**src/rtl/fetch_pkg.sv**
```systemverilog
// Shared types and constants for the instruction-fetch controller and its queue.
package fetch_pkg;

    localparam int INST_BYTES  = 4;
    localparam int FETCH_WIDTH = 2;

    typedef struct packed {
        logic [31:0] pc;
        logic [31:0] inst;
    } fetch_entry_t;

    typedef enum logic [0:0] {
        FETCH  = 1'b0,
        HALTED = 1'b1
    } fetch_state_t;

    // Decode may request 3 pops; it can never take more than one fetch pair.
    function automatic logic [1:0] sat_pop(input logic [1:0] req);
        return (req == 2'd3) ? 2'd2 : req;
    endfunction

endpackage

```
**src/rtl/fetch_queue.sv**
```systemverilog
// Dual-push / dual-pop circular buffer of fetch entries with synchronous flush.
module fetch_queue
    import fetch_pkg::*;
#(
    parameter int QDEPTH = 4,
    localparam int PW = $clog2(QDEPTH),
    localparam int CW = PW + 1
) (
    input  logic          clk,
    input  logic          rst,
    input  logic          flush_i,
    input  logic          push_i,
    input  logic [1:0]    pop_i,
    input  fetch_entry_t  push0_i,
    input  fetch_entry_t  push1_i,
    output fetch_entry_t  head0_o,
    output fetch_entry_t  head1_o,
    output logic [CW-1:0] count_o
);

    fetch_entry_t  mem_q [QDEPTH];
    logic [PW-1:0] rd_q, rd_d;
    logic [PW-1:0] wr_q, wr_d;
    logic [CW-1:0] cnt_q, cnt_d;

    always_comb begin
        rd_d  = rd_q;
        wr_d  = wr_q;
        cnt_d = cnt_q;
        if (flush_i) begin
            rd_d  = {PW{1'b0}};
            wr_d  = {PW{1'b0}};
            cnt_d = {CW{1'b0}};
        end else begin
            rd_d  = rd_q + PW'(pop_i);
            wr_d  = push_i ? (wr_q + PW'(FETCH_WIDTH)) : wr_q;
            cnt_d = cnt_q - CW'(pop_i) + (push_i ? CW'(FETCH_WIDTH) : {CW{1'b0}});
        end
    end

    always_ff @(posedge clk or posedge rst) begin
        if (rst) begin
            rd_q  <= {PW{1'b0}};
            wr_q  <= {PW{1'b0}};
            cnt_q <= {CW{1'b0}};
        end else begin
            rd_q  <= rd_d;
            wr_q  <= wr_d;
            cnt_q <= cnt_d;
        end
    end

    // Payload storage needs no reset: entries are only observed while counted.
    always_ff @(posedge clk) begin
        if (push_i && !flush_i) begin
            mem_q[wr_q]          <= push0_i;
            mem_q[wr_q + PW'(1)] <= push1_i;
        end
    end

    assign head0_o = mem_q[rd_q];
    assign head1_o = mem_q[rd_q + PW'(1)];
    assign count_o = cnt_q;

endmodule

```
**src/rtl/fetch_ctrl.sv**
```systemverilog
// Instruction-fetch controller: owns the PC, fetches word pairs into a queue,
// presents two head instructions to decode and handles redirects/halt.
module fetch_ctrl
    import fetch_pkg::*;
#(
    parameter int          MEM_LENGTH = 1024,
    parameter logic [31:0] RESET_PC   = 32'h0000_0000,
    parameter int          QDEPTH     = 4,
    localparam int AW = $clog2(MEM_LENGTH),
    localparam int CW = $clog2(QDEPTH) + 1
) (
    input  logic          clk,
    input  logic          reset,
    output logic [AW-1:0] mem_addr,
    input  logic [31:0]   mem_word0,
    input  logic [31:0]   mem_word1,
    input  logic          redirect,
    input  logic [31:0]   redirect_pc,
    input  logic          stall,
    input  logic [1:0]    pop_n,
    output logic [31:0]   inst0,
    output logic [31:0]   inst1,
    output logic [31:0]   pc0,
    output logic [31:0]   pc1,
    output logic          valid0,
    output logic          valid1,
    output logic          halted
);

    localparam logic [CW-1:0] PUSH_LIMIT = CW'(QDEPTH - FETCH_WIDTH);
    localparam logic [31:0]   PAIR_BYTES = 32'(INST_BYTES * FETCH_WIDTH);

    fetch_state_t  state_q, state_d;
    logic [31:0]   pc_q, pc_d;
    logic [1:0]    pop_req;
    logic [1:0]    pop_eff;
    logic          push_en;
    logic          misaligned;
    logic [CW-1:0] count;
    fetch_entry_t  head0, head1;
    fetch_entry_t  push0, push1;

    assign misaligned = (redirect_pc[1:0] != 2'b00);

    // Pops are clamped to occupancy; space freed by a pop is reusable the same cycle.
    always_comb begin
        pop_req = sat_pop(pop_n);
        pop_eff = pop_req;
        push_en = 1'b0;
        if (redirect) begin
            pop_eff = 2'd0;
            push_en = 1'b0;
        end else begin
            if (CW'(pop_req) > count) begin
                pop_eff = count[1:0];
            end else begin
                pop_eff = pop_req;
            end
            push_en = (state_q == FETCH) && !stall && ((count - CW'(pop_eff)) <= PUSH_LIMIT);
        end
    end

    always_ff @(posedge clk or posedge reset) begin
        if (reset) begin
            state_q <= FETCH;
            pc_q    <= RESET_PC;
        end else begin
            state_q <= state_d;
            pc_q    <= pc_d;
        end
    end

    always_comb begin
        state_d = state_q;
        pc_d    = pc_q;
        if (redirect) begin
            state_d = misaligned ? HALTED : FETCH;
            pc_d    = misaligned ? pc_q : redirect_pc;
        end else if (push_en) begin
            state_d = state_q;
            pc_d    = pc_q + PAIR_BYTES;
        end else begin
            state_d = state_q;
            pc_d    = pc_q;
        end
    end

    always_comb begin
        halted = (state_q == HALTED);
        valid0 = (count != {CW{1'b0}});
        valid1 = (count >= CW'(2));
        inst0  = head0.inst;
        pc0    = head0.pc;
        inst1  = head1.inst;
        pc1    = head1.pc;
    end

    assign mem_addr = pc_q[AW-1:0];
    assign push0    = '{pc: pc_q, inst: mem_word0};
    assign push1    = '{pc: pc_q + 32'(INST_BYTES), inst: mem_word1};

    fetch_queue #(.QDEPTH(QDEPTH)) u_queue (
        .clk     (clk),
        .rst     (reset),
        .flush_i (redirect),
        .push_i  (push_en),
        .pop_i   (pop_eff),
        .push0_i (push0),
        .push1_i (push1),
        .head0_o (head0),
        .head1_o (head1),
        .count_o (count)
    );

endmodule

```
**config.mk**
```make
export PLATFORM = sky130hd
export DESIGN_NAME = fetch_ctrl
export DESIGN_NICKNAME = d
export VERILOG_FILES = /design/src/rtl/fetch_pkg.sv /design/src/rtl/fetch_queue.sv /design/src/rtl/fetch_ctrl.sv
export SDC_FILE = /design/constraint.sdc
export NUM_CORES = 1
export LEC_CHECK = 0
export CAP_MARGIN = 5
export CORE_MARGIN = 3
export CORE_UTILIZATION = 55
export DETAILED_ROUTE_END_ITERATION = 10
export GPL_TIMING_DRIVEN = 1
export PLACE_DENSITY = 0.81
export SETUP_SLACK_MARGIN = 0.4
export SYNTH_ARGS = -nofsm -noshare
export SYNTH_HDL_FRONTEND = slang
export SYNTH_HIERARCHICAL = 1
export SYNTH_SLANG_ARGS = --single-unit
```
**constraint.sdc**
```tcl
create_clock -name clk -period 11.39 [get_ports clk]
set_clock_uncertainty 0.1 [all_clocks]
set_input_delay 1.139 -clock clk [delete_from_list [all_inputs] [get_ports clk]]
set_output_delay 1.139 -clock clk [all_outputs]
set_load 0.005 [all_outputs]
```
==> key figures <==
Layout
  – Layout cell share with drive strength beyond 1: 24.7%
  – Ant diodes: 0
  – Filler cell count: 1998
  – Final instance area: 18800 µm²
  – P&R area growth vs syn: 18.3%
  – Count of nets after finishing: 1247

Clock tree
  – CTS tree: built
  – Setup Buffers After CTS: 0
  – Root buffer cell: clkbuf_16
  – Num CTS Buffers: 29
  – Post-CTS resize count: 0
  – Clock tree buffer depth: 3
  – Hold_buf cts: 0
  – Clock latency on the worst-skew pair: 540 ps
  – H-tree levels: 1
  – Worst-path clk slew: 70 ps
  – CTS Sinks: 295

Setup path
  – CP Depth: 15
  – Worst Setup Start Kind: input port
  – CP Data Arrival Time: 6060 ps
  – CP bufs+invs: 4
  – Worst setup path endpoint: u_queue/mem_q[1][11]
  – Register-to-Register Path Depth: 14
  – Kind of end point of the critical path: register
  – Worst Path Required: 11580 ps
  – Reg-to-Reg Start: u_queue/count_o[1]
  – Worst R2R End: u_queue/mem_q[1][11]
  – Slowest-stage cell, CP: buf_4
  – Critical Path, Cell by Cell: clkdlybuf4s50_1 > nand2b_1 > ha_1 > a21oi_1 > o21ai_0 > mux2i_1 > ha_1 > fa_1 > xor2_1 > or3_4 > inv_2 > nor3b_4 > buf_4 > buf_4 > mux2_2
  – Worst-path maximum fanout: 70
  – Worst setup startpoint: pop_n[1]
  – Crit path kind: input port to register
  – FF-to-FF setup slack: 6050 ps
  – CP top delay family: buffers and inverters
  – Max stage delay on crit path: 830 ps

Detailed routing
  – 1st-iter DRT viols: 973
  – DR WL/cell: 23.0 µm
  – Via count: 9482
  – DR pass1 iterations: 5
  – Remaining DRCs: 0
  – Vias per cell: 6.18
  – Post-route ant nets: 0
  – Final wirelength: 35300 µm

Logic synthesis
  – Syn Inst Count: 1054
  – Top cells by instance count after synthesis: edfxtp_1, clkbuf_1, mux4_2
  – Mapped Area: 15900 µm²
  – Most common cell in the netlist: edfxtp_1
  – Syn_area_per_cell: 15.1 µm²
  – Register area share after synthesis: 54.6%
  – Ys flop type: edfxtp_1
  – Syn Nets: 1166
  – Async SR Flop Fraction: 13.2%
  – Number of synthesized flops with an enable pin: 256
  – Synth area leaders: edfxtp_1, mux4_2, dfrtp_1
  – Post-synthesis cell type count: 60
  – FF+latch count, synth: 295
  – Post-synth top area share: 48.4%
  – YS warnings: 6
  – Synth area leader: edfxtp_1

Power and ir drop
  – Leakage: 6.18 nW
  – Pwr Density: 170 nW/µm²
  – Max VDD drop: 0.109 mV

Global route
  – First-pass GRT wire length: 55300 µm
  – Vias in the first global route: 9644
  – Total global routing overflow: 0
  – Largest net degree at the start of global routing: 75
  – Gr usage total: 22.6%
  – Initial antenna violation count: 1

Timing
  – Tmin final: 5870 ps
  – Fin. max-slew vios: 0
  – Final period util: 51.6%
  – Final hold slack: 456 ps
  – Fin Setup TNS: 0 ps
  – Peak Freq: 0.170 GHz
  – Relative slew slack: 16.2%
  – Final setup viols: 0
  – Unrepaired setup endpoints after global routing: no
  – Final Hold Viols: 0
  – Worst-margin pin slew: 1260 ps

Job
  – Max cap viols: 0

Die
  – Die W: 176 µm
  – Die area: 30900 µm²
  – Starting Density: 56.5%
  – Die H: 176 µm
  – Core area: 28100 µm²
  – Floorplan row count: 61
  – IO Count: 243

Placed design
  – Final RePlAce weighted congestion: 0.865
  – DP HPWL: 23000 µm
  – Number of port buffers: 242
  – DP Area: 17900 µm²

Worst hold path
  – Worst hold path class: register to register

Outcome
  – Status: completed
[where the power goes]
part,internal (mW),switching (mW)
Combinational,0.555,0.348
Sequential,1.27,0.147
Clock,0.489,0.394
[cell families after synthesis]
group,Yosys count,share of synthesized area [%]
XOR/XNOR,32,1.94
multiplexers,261,27.6
flip-flops,295,54.6
AO/OA/AOI/OAI,84,3.36
AND/OR/NAND/NOR,147,5.04
adder cells (fa/ha/maj),10,0.883
buffers and inverters,225,6.67
[worst min-delay path by stage]
| stage | cells past startpoint | endpoint | start | slack (ps) |
|---|---|---|---|---|
| after floorplan | 2 | halted | halted | 420 |
| after global placement | 2 | halted | halted | 420 |
| after detailed placement | 2 | halted | halted | 440 |
| after CTS | 2 | halted | halted | 460 |
| after global routing | 0 | u_queue/mem_q[2][33] | pc_q[1] | 500 |
| final | 2 | halted | halted | 460 |
[stage by stage]
step	total power, mW	utilization [%]	std cells	setup WS [ps]
finish	3.20	66.9	1535	5520
global route	3.35	66.9	1535	5260
CTS	3.23	66.9	1535	5560
detailed placement	2.34	63.8	1482	4990
global placement	2.31	63.8	1482	5150
floorplan	1.97	-	1054	2690
[state kept, by name, summed over array words and instances (netlist names)]
register	count
u_queue/wr_q	1
u_queue/rd_q	2
u_queue/count_o	3
pc_q	32
u_queue/mem_q	256
halted	1
[worst reg2reg max path, stage by stage (launching register included)]
cell,delay [ps]
dfrtp_1,410
inv_1,110
ha_1,310
nor2b_1,130
o21ai_0,330
mux2i_1,180
ha_1,230
fa_1,380
xor2_1,190
or3_4,420
inv_2,250
nor3b_4,250
buf_4,480
buf_4,850
mux2_2,470
[cell usage in the layout, fill, tap and decap left out, types with 7 or more instances in the layout]
cell	count
a21oi_1	21
and2_1	7
and3_1	7
buf_4	15
clkbuf_16	29
clkdlybuf4s50_1	241
clkinv_1	7
clkinv_2	8
dfrtp_1	37
edfxtp_1	256
ha_1	8
inv_1	15
mux2_1	49
mux2_2	79
mux4_2	128
nand2_1	34
nand3_1	11
nand4_1	9
nor2_1	33
nor3_1	13
o21ai_0	22
xnor2_1	20
xor2_1	10
[layer usage]
metal | vias up | GRT usage (%) | share of wire [%]
met5 | - | 0 | 0.025
met4 | 2 | 4.52 | 1.6
met3 | 35 | 3.83 | 7.9
met2 | 443 | 37.9 | 50
met1 | 4847 | 31.8 | 41
li1 | 4155 | - | -
[layout make-up]
type                       count  area (µm²)  area share [%]
clock buffer                  35         748            3.98
inverter                      18        70.1           0.373
tap                          378         473            2.52
sequential                   295        8670            46.2
timing repair buffer         257        2530            13.5
clock inverter                18         118           0.626
multi-input combinational    534        6170            32.9
No activity file was read; power rests on OpenSTA's default activity.
